[src/rtl/alu_issue_stage.sv]
// ALU issue stage: decodes RV32 ALU, load, store and BEQ instructions into
// operands and control, and queues them in a small FIFO that feeds execute.
// Unsupported encodings are consumed, then dropped, and counted.
module alu_issue_stage #(
    parameter int DEPTH = 2,
    parameter int CNT_W = 8
) (
    input  logic             clk,
    input  logic             rst_n,
    input  logic             in_valid,
    output logic             in_ready,
    input  logic [31:0]      instr,
    input  logic [31:0]      rs1_data,
    input  logic [31:0]      rs2_data,
    input  logic             flush,
    output logic             out_valid,
    input  logic             out_ready,
    output logic [31:0]      alu_in1,
    output logic [31:0]      alu_in2,
    output logic [3:0]       alu_control,
    output logic [4:0]       rd,
    output logic             reg_write,
    output logic             mem_read,
    output logic             mem_write,
    output logic             is_branch,
    output logic             illegal,
    output logic [CNT_W-1:0] illegal_cnt
);

    localparam int PTR_W   = $clog2(DEPTH);
    localparam int CW      = PTR_W + 1;
    localparam int ENTRY_W = 77;
    localparam logic [CW-1:0] FULL_COUNT = CW'(DEPTH);

    localparam logic [3:0] CTRL_AND = 4'b0000;
    localparam logic [3:0] CTRL_OR  = 4'b0001;
    localparam logic [3:0] CTRL_ADD = 4'b0010;
    localparam logic [3:0] CTRL_SUB = 4'b0110;

    logic [6:0]  opcode;
    logic [2:0]  f3;
    logic [6:0]  f7;
    logic [31:0] imm_i;
    logic [31:0] imm_s;

    logic        dec_legal;
    logic [3:0]  dec_ctrl;
    logic [31:0] dec_in2;
    logic [4:0]  dec_rd;
    logic        dec_rw;
    logic        dec_mr;
    logic        dec_mw;
    logic        dec_br;

    logic [ENTRY_W-1:0] mem_q [DEPTH];
    logic [ENTRY_W-1:0] mem_d [DEPTH];
    logic [PTR_W-1:0]   wr_ptr_q, wr_ptr_d;
    logic [PTR_W-1:0]   rd_ptr_q, rd_ptr_d;
    logic [CW-1:0]      count_q, count_d;
    logic               illegal_q, illegal_d;
    logic [CNT_W-1:0]   illegal_cnt_q, illegal_cnt_d;

    logic               accept;
    logic               push;
    logic               pop;
    logic [ENTRY_W-1:0] head;

    // Register indices reach us only through rs1_data/rs2_data.
    logic unused_rs_fields;
    assign unused_rs_fields = ^instr[19:15];

    assign opcode = instr[6:0];
    assign f3     = instr[14:12];
    assign f7     = instr[31:25];
    assign imm_i  = {{20{instr[31]}}, instr[31:20]};
    assign imm_s  = {{20{instr[31]}}, instr[31:25], instr[11:7]};

    // Combinational decode of the presented instruction.
    always_comb begin
        dec_legal = 1'b0;
        dec_ctrl  = CTRL_ADD;
        dec_in2   = rs2_data;
        dec_rd    = instr[11:7];
        dec_rw    = 1'b0;
        dec_mr    = 1'b0;
        dec_mw    = 1'b0;
        dec_br    = 1'b0;
        case (opcode)
            7'b0110011: begin
                dec_rw = 1'b1;
                if (f3 == 3'b000 && f7 == 7'b0000000) begin
                    dec_legal = 1'b1;
                    dec_ctrl  = CTRL_ADD;
                end else if (f3 == 3'b000 && f7 == 7'b0100000) begin
                    dec_legal = 1'b1;
                    dec_ctrl  = CTRL_SUB;
                end else if (f3 == 3'b111 && f7 == 7'b0000000) begin
                    dec_legal = 1'b1;
                    dec_ctrl  = CTRL_AND;
                end else if (f3 == 3'b110 && f7 == 7'b0000000) begin
                    dec_legal = 1'b1;
                    dec_ctrl  = CTRL_OR;
                end
            end
            7'b0010011: begin
                dec_rw  = 1'b1;
                dec_in2 = imm_i;
                if (f3 == 3'b000) begin
                    dec_legal = 1'b1;
                    dec_ctrl  = CTRL_ADD;
                end else if (f3 == 3'b111) begin
                    dec_legal = 1'b1;
                    dec_ctrl  = CTRL_AND;
                end else if (f3 == 3'b110) begin
                    dec_legal = 1'b1;
                    dec_ctrl  = CTRL_OR;
                end
            end
            7'b0000011: begin
                dec_legal = (f3 == 3'b010);
                dec_in2   = imm_i;
                dec_rw    = 1'b1;
                dec_mr    = 1'b1;
            end
            7'b0100011: begin
                dec_legal = (f3 == 3'b010);
                dec_in2   = imm_s;
                dec_mw    = 1'b1;
                dec_rd    = 5'd0;
            end
            7'b1100011: begin
                dec_legal = (f3 == 3'b000);
                dec_ctrl  = CTRL_SUB;
                dec_br    = 1'b1;
                dec_rd    = 5'd0;
            end
            default: dec_legal = 1'b0;
        endcase
    end

    assign in_ready  = (count_q != FULL_COUNT);
    assign out_valid = (count_q != '0);
    assign accept    = in_valid && in_ready && !flush;
    assign push      = accept && dec_legal;
    assign pop       = out_valid && out_ready && !flush;

    // FIFO pointers, occupancy and illegal tracking; flush overrides everything.
    always_comb begin
        mem_d         = mem_q;
        wr_ptr_d      = wr_ptr_q;
        rd_ptr_d      = rd_ptr_q;
        count_d       = count_q;
        illegal_d     = 1'b0;
        illegal_cnt_d = illegal_cnt_q;
        if (flush) begin
            wr_ptr_d = '0;
            rd_ptr_d = '0;
            count_d  = '0;
        end else begin
            if (push) begin
                mem_d[wr_ptr_q] = {rs1_data, dec_in2, dec_ctrl, dec_rd,
                                   dec_rw, dec_mr, dec_mw, dec_br};
                wr_ptr_d = wr_ptr_q + PTR_W'(1);
            end
            if (pop) begin
                rd_ptr_d = rd_ptr_q + PTR_W'(1);
            end
            case ({push, pop})
                2'b10:   count_d = count_q + CW'(1);
                2'b01:   count_d = count_q - CW'(1);
                default: count_d = count_q;
            endcase
            if (accept && !dec_legal) begin
                illegal_d = 1'b1;
                if (illegal_cnt_q != {CNT_W{1'b1}}) begin
                    illegal_cnt_d = illegal_cnt_q + CNT_W'(1);
                end
            end
        end
    end

    // State registers with asynchronous active-low reset.
    always_ff @(posedge clk or negedge rst_n) begin
        if (!rst_n) begin
            for (int i = 0; i < DEPTH; i++) begin
                mem_q[i] <= '0;
            end
            wr_ptr_q      <= '0;
            rd_ptr_q      <= '0;
            count_q       <= '0;
            illegal_q     <= 1'b0;
            illegal_cnt_q <= '0;
        end else begin
            mem_q         <= mem_d;
            wr_ptr_q      <= wr_ptr_d;
            rd_ptr_q      <= rd_ptr_d;
            count_q       <= count_d;
            illegal_q     <= illegal_d;
            illegal_cnt_q <= illegal_cnt_d;
        end
    end

    assign head = out_valid ? mem_q[rd_ptr_q] : '0;

    assign alu_in1     = head[76:45];
    assign alu_in2     = head[44:13];
    assign alu_control = head[12:9];
    assign rd          = head[8:4];
    assign reg_write   = head[3];
    assign mem_read    = head[2];
    assign mem_write   = head[1];
    assign is_branch   = head[0];
    assign illegal     = illegal_q;
    assign illegal_cnt = illegal_cnt_q;

endmodule

[config.mk]
export PLATFORM = sky130hd
export DESIGN_NAME = alu_issue_stage
export DESIGN_NICKNAME = d
export VERILOG_FILES = /design/src/rtl/alu_issue_stage.sv
export SDC_FILE = /design/constraint.sdc
export NUM_CORES = 1
export LEC_CHECK = 0
export BUFFER_PORTS_ARGS = -buffer_cell sky130_fd_sc_hd__buf_2
export CAP_MARGIN = 0
export CELL_PAD_IN_SITES_DETAIL_PLACEMENT = 1
export CELL_PAD_IN_SITES_GLOBAL_PLACEMENT = 1
export CORE_MARGIN = 2
export CORE_UTILIZATION = 30
export CTS_BUF_LIST = sky130_fd_sc_hd__clkbuf_8
export CTS_CLUSTER_SIZE = 8
export DETAILED_ROUTE_END_ITERATION = 16
export HOLD_SLACK_MARGIN = 0.15
export PLACE_DENSITY = 0.66
export SLEW_MARGIN = 10
export SYNTH_ARGS = -nofsm -noshare
export SYNTH_HDL_FRONTEND = slang
export SYNTH_SLANG_ARGS = --single-unit
[constraint.sdc]
create_clock -name clk -period 3.6 [get_ports clk]
set_input_delay 0.72 -clock clk [delete_from_list [all_inputs] [get_ports clk]]
set_output_delay 0.72 -clock clk [all_outputs]
set_load 0.1 [all_outputs]
==> results.yml, run 1 <==
synthesis:
  synth-edff-count: 0
  ys.warnings.count: 0
  synth_top_cells_by_count: "nand2_1, dfrtp_1, nor2_1"
  synth_cell_types: 46
  synth.area.top_cells: "dfrtp_1, mux2i_1, nand2_1"
  syn-instance-count: 802
  synthesis.area_um2: 7880
  share_of_synthesized_registers_carrying_an_async_set_or_reset_pct: 100
  synth_top_area_share_pct: 52.4
  netlist.top_cell.by_area: "dfrtp_1"
  avgSynthCellArea_um2: 9.83
  synth_most_common_cell: "nand2_1"
  synth_nets: 904
  synthFlopType: "dfrtp_1"
  synth_seq_area_share_pct: 52.4
  ys_seq_elements: 165
global_routing:
  gr-usage-met3_pct: 3.74
  grt_antenna_before_repair: 3
  gr-max-usage-layer: "met2"
  grt_first_pass_wirelength_mm: 36.7
  grtUsageMet1_pct: 21.7
  global_route.usage.met2_pct: 27.8
  grtUsageTotal_pct: 16.5
  grt_pass1_vias: 6902
  grt_max_degree: 120
  grt_remaining_overflow: 0
worst_setup_path:
  regToRegSetupSlack_ns: 1.51
  critPathArrivalTime_ns: 2.36
  setup.worst_path.start_class: "flip-flop"
  cp_data_required_time_ns: 2.88
  critical_path.max_fanout: 27
  worst_setup_path_end_kind: "output pin"
  path_class: "flip-flop to output pin"
drt:
  wl_final_mm: 21.7
  drt.antenna.violating_nets: 0
  initialDrtViolationCount: 251
  vias_per_cell: 4.74
  vias: 6209
  wire_per_inst_um: 16.5
  detailedRoute.firstPassIterationCount: 4
  post-route-drc-count: 0
power_and_ir_drop:
  psw_mw: 1.21
  seq_power_share_pct: 51.4
  totalPowerFinal_mw: 3.88
  cellLeakagePower_nw: 4.63
  cellPowerDensity_nw_per_um2: 407
  combPwrFrac_pct: 14.0
  vdd_drop_max_mv: 0.526
  netSwitchingFraction_pct: 31.3
  relative_contribution_of_the_clock_network_to_total_power_pct: 34.6
  internal-power_mw: 2.66
clock_network:
  tritoncts: "done"
  cts_hold_buf: 0
  postCtsResizedCells: 0
  numCtsBuffers: 17
  cts_sinks: 165
  insertion_delay_ns: 0.46
  htree_num_levels: 4
  max-clock-path-buffers: 2
  cts_root_buf: "clkbuf_8"
  clkSlewWorstSetupHoldPaths_ns: 0.10
  postCtsSetupRepairBufs: 0
finish:
  stdcell_count: 1311
  drive_above_1_share_pct: 27.8
  num-fill-cells: 3038
  nets_final: 1065
  syn2layout_area_growth_pct: 20.9
  layout.area.seq_um2: 4130
  utilization_pct: 36.8
  multi_input_comb_area_um2: 3500
floorplanning:
  start_util_pct: 30.4
  dieHeight_um: 166
  die_area_um2: 27600
  design.portCount: 189
  die_width_um: 166
  rows: 59
  core_area_um2: 25900
flow_run:
  maxCapViolations: 0
timing:
  fmax_mhz: 324
  rsz0062_at_grt: "false"
  hold_viol_final: 0
  finalMaxSlewViolations: 0
  finalWorstPathRequiredPeriod_ns: 3.08
  whs_ns: 0.259
  finalSetupViolCount: 0
  worst_slew_pin_slew_ns: 1.06
  timing.clock.skew_ns: 0.0179
  final_period_util_pct: 85.7
  worst_case_headroom_to_the_max_slew_limit_pct: 29.0
  fin_tns_setup_ns: 0
placement:
  io_buffers: 182
  dp.cells: 1279
  dp_hpwl_mm: 14.3
  globalplace.congestion: 0.715
status:
  status: "finished, final reports clean"
min_path:
  min_path_type: "primary input to async pin"
==> placed cells by master, fill, tap and decap left out, types with 4 or more instances in the layout <==
cell	count
xor2_1	7
a21oi_1	62
o21ai_0	42
nand3b_1	4
dfrtp_1	164
clkinvlp_4	5
o21ai_1	10
nor2_1	118
mux2i_1	81
inv_6	4
buf_12	5
nand2_1	166
nor3_1	5
buf_4	8
buf_2	181
a22o_1	5
clkbuf_8	19
mux2_4	33
inv_1	5
==> metrics by stage <==
stage                     worst slack [ns]  instance area [µm²]
final                                0.516                 9530
after global routing                 0.358                 9530
after CTS                            0.441                 9530
after detailed placement             0.532                 9150
after global placement               0.593                 9150
after floorplan                      0.124                 7880
==> state kept, by name (all words and copies together), names as in the netlist <==
register and flops:
count_q 2, mem_q 152, illegal_cnt 8, wr_ptr_q 1
illegal 1, rd_ptr_q 1
==> worst max-delay path, stage by stage (launching register included) <==
cell     delay [ns]
dfrtp_4        0.77
buf_4          0.41
mux2i_1        0.12
nor2_1         0.14
buf_2          0.45
==> final cells by class <==
| cell class | count | share of cell area, % |
|---|---|---|
| Clock buffer | 19 | 2.74 |
| Clock inverter | 12 | 1.26 |
| Inverter | 5 | 0.197 |
| Timing Repair Buffer | 195 | 11.3 |
| Multi-Input combinational cell | 579 | 36.7 |
| Sequential cell | 165 | 43.4 |
| Antenna cell | 1 | 0.0263 |
| Tap cell | 335 | 4.40 |
==> final timing paths <==
kind                                        startpoint                     end  cells after the start
worst min register to register  mem_q[138]$_DFFE_PN0P_  mem_q[138]$_DFFE_PN0P_                      2
max in group asynchronous                        rst_n  mem_q[113]$_DFFE_PN0P_                      2
min in group clk                mem_q[138]$_DFFE_PN0P_  mem_q[138]$_DFFE_PN0P_                      2
worst max-delay path              rd_ptr_q$_DFFE_PN0P_             alu_in1[11]                      4
worst min-delay path                             rst_n   mem_q[51]$_DFFE_PN0P_                      1
worst max register to register  count_q[1]$_DFFE_PN0P_   mem_q[71]$_DFFE_PN0P_                      5
==> routing by layer <==
| layer | vias up | wire length [µm] |
|---|---|---|
| met5 | - | 11 |
| met4 | 2 | 185 |
| met3 | 15 | 936 |
| met2 | 124 | 10200 |
| met1 | 3066 | 10300 |
| li1 | 3002 | - |
==> cells by family (layout without fill, tap and decap cells) <==
group           Yosys count  count (layout)  synth area share [%]
flops                   165             165                  52.4
mux                     115             115                  16.7
simple gates            319             319                  16.5
other cells               1               2                0.0476
compound gates          133             133                  9.43
xor+xnor                 10              10                  1.11
buf+inv                  58             231                  3.65
fa+ha+maj                 1               1                 0.159
==> power groups by stage <==
stage / logic, mW / registers (mW) / clock network (mW)
finish: 0.545 / 1.99 / 1.34
global route: 0.597 / 2.01 / 1.47
CTS: 0.555 / 1.99 / 1.41
detailed placement: 0.553 / 2.03 / 0
global placement: 0.546 / 2.03 / 0
floorplan: 0.151 / 2.24 / 0
Note: power is estimated with default switching activity, not from simulation.
==> run 2: changes to the inputs <==
CORE_MARGIN = not set   (was 2)
REMOVE_ABC_BUFFERS = 1   (was not set)
==> run 2 against run 1 <==
Clock power is 5% lower. Clock skew is essentially flat. Die area shrank 2.4%. Design area decreased by 0.21%. Sequential cell count did not move. Routed wire length hardly changed. Sequential power barely moved. Critical path depth unchanged. Largest cell class unchanged.
==> results.yml, run 2 (synthesis gave the netlist of run 1 again) <==
status:
  status: "finished, final reports clean"
timing:
  final.setup.worst_slack_ns: 0.569
  finalMaxSlewViolations: 0
  fmax_mhz: 330
  worst_slew_pin_slew_ns: 1.04
  finalWorstPathRequiredPeriod_ns: 3.03
  worst_case_headroom_to_the_max_slew_limit_pct: 30.7
  finalSetupViolCount: 0
  final_period_util_pct: 84.2
  hold_viol_final: 0
  timing.clock.skew_ns: 0.0180
  rsz0062_at_grt: "false"
global_routing:
  grt_pass1_vias: 6519
  grt_antenna_before_repair: 1
  grt_first_pass_wirelength_mm: 34.8
  grtUsageTotal_pct: 16.9
  grt_remaining_overflow: 0
  grt_max_degree: 120
worst_setup_path:
  cell_family_with_the_largest_share_of_critical_path_delay: "buffers and inverters"
  worst_setup_path_end_kind: "output pin"
  reg2reg_from: "count_q[1]$_DFFE_PN0P_"
  delay_of_the_slowest_cell_on_the_worst_path_ns: 0.77
  path_class: "flip-flop to output pin"
  worstPathCellList: "buf_12 > mux2i_1 > nor2_1 > buf_2"
  critical_path.slowest_cell: "dfrtp_4"
  crit_path_start: "rd_ptr_q$_DFFE_PN0P_"
  cp_data_required_time_ns: 2.88
  cp_num_buf_inv: 2
  critPathArrivalTime_ns: 2.31
  critical_path.max_fanout: 32
  setup.worst_path.start_class: "flip-flop"
placement:
  globalplace.congestion: 0.697
  dp_hpwl_mm: 14.0
  io_buffers: 182
  dpl_worst_slack_ns: 0.554
finish:
  max_flop_register: "mem_q"
  drive_above_1_share_pct: 27.7
  layout_commonest_cell: "buf_2"
  num_antenna_cells: 0
  nets_final: 1065
  final_cell_mix: "buf_2, nand2_1, dfrtp_1"
  syn2layout_area_growth_pct: 20.6
  largest_register_ffs: 152
drt:
  drt.antenna.violating_nets: 0
  wl_final_mm: 21.7
  vias: 6130
  post-route-drc-count: 0
  vias_per_cell: 4.69
  initialDrtViolationCount: 251
  wire_per_inst_um: 16.6
  detailedRoute.firstPassIterationCount: 4
clock_network:
  cts_root_buf: "clkbuf_8"
  cts_sinks: 165
  insertion_delay_ns: 0.46
  max-clock-path-buffers: 2
  clkSlewWorstSetupHoldPaths_ns: 0.09
  cts_hold_buf: 0
  htree_num_levels: 4
  postCtsResizedCells: 0
  numCtsBuffers: 17
  tritoncts: "done"
  postCtsSetupRepairBufs: 0
floorplanning:
  die_area_um2: 26900
  rows: 58
  design.portCount: 189
  start_util_pct: 31.0
  die_width_um: 164
  dieHeight_um: 164
  core_area_um2: 25500
power_and_ir_drop:
  cellLeakagePower_nw: 4.63
  cellPowerDensity_nw_per_um2: 401
  vdd_drop_max_mv: 0.491
  totalPowerFinal_mw: 3.82
min_path:
  min_path_type: "primary input to async pin"
flow_run:
  maxCapViolations: 0
-- run 2: changes by cell type in the layout (fill, tap and decap cells not counted) --
cell / change
nor2b_1: +1
nor2b_2: -1
buf_12: +1
buf_4: -1
inv_1: +1
bufinv_16: -1
diode_2: -1
clkinv_2: +1
-- run 2: metal layers --
metal	global-route usage (%)	routed length, µm	vias up
li1	-	-	2996
met4	4.21	190	2
met1	21.7	10200	2996
met3	3.74	954	14
met5	0	13	-
met2	28.5	10400	122
-- run 2: report_power, final --
part           switching, mW  internal, mW
combinational          0.406         0.143
clock                  0.753         0.520
sequential            0.0633          1.93
total                   1.22          2.59
-- run 2: worst register-to-register path, delay by kind of cell (launching register included) --
kind / cells / cell delay (ns)
buffers and inverters: 1 / 0.31
flip-flops: 1 / 0.45
AO/OA/AOI/OAI: 1 / 0.21
multiplexers: 1 / 0.52
AND/OR/NAND/NOR: 2 / 0.51
-- run 2: layout make-up --
type,instances,area [µm²]
clock buffer,19,262
fill,2991,16000
timing repair buffer,195,1090
clock inverter,13,98.8
multi-input combinational,579,3490
sequential,165,4130
tap,330,413
inverter,5,18.8
-- run 2: per-stage QoR --
step | utilization, % | TNS [ns] | area (µm²) | hold WS (ns) | instances
global placement | 35.9 | 0 | 9150 | 0.449 | 1274
global route | 37.3 | 0 | 9510 | 0.366 | 1306
CTS | 37.3 | 0 | 9510 | 0.352 | 1306
finish | 37.3 | 0 | 9510 | 0.332 | 1306
detailed placement | 35.9 | 0 | 9150 | 0.456 | 1274
floorplan | - | -624.86 | 7610 | 0.424 | 749
-- run 2: path summary, 6_finish.rpt --
kind                                          end  slack [ns]  depth (start not counted)
setup reg to reg            mem_q[47]$_DFFE_PN0P_        1.49                          5
max in group asynchronous   mem_q[24]$_DFFE_PN0P_        2.44                          2
hold reg to reg            mem_q[133]$_DFFE_PN0P_        0.47                          2
setup / recovery                            rd[0]        0.57                          4
min in group clk           mem_q[151]$_DFFE_PN0P_        0.47                          3
hold / removal              mem_q[63]$_DFFE_PN0P_        0.33                          1
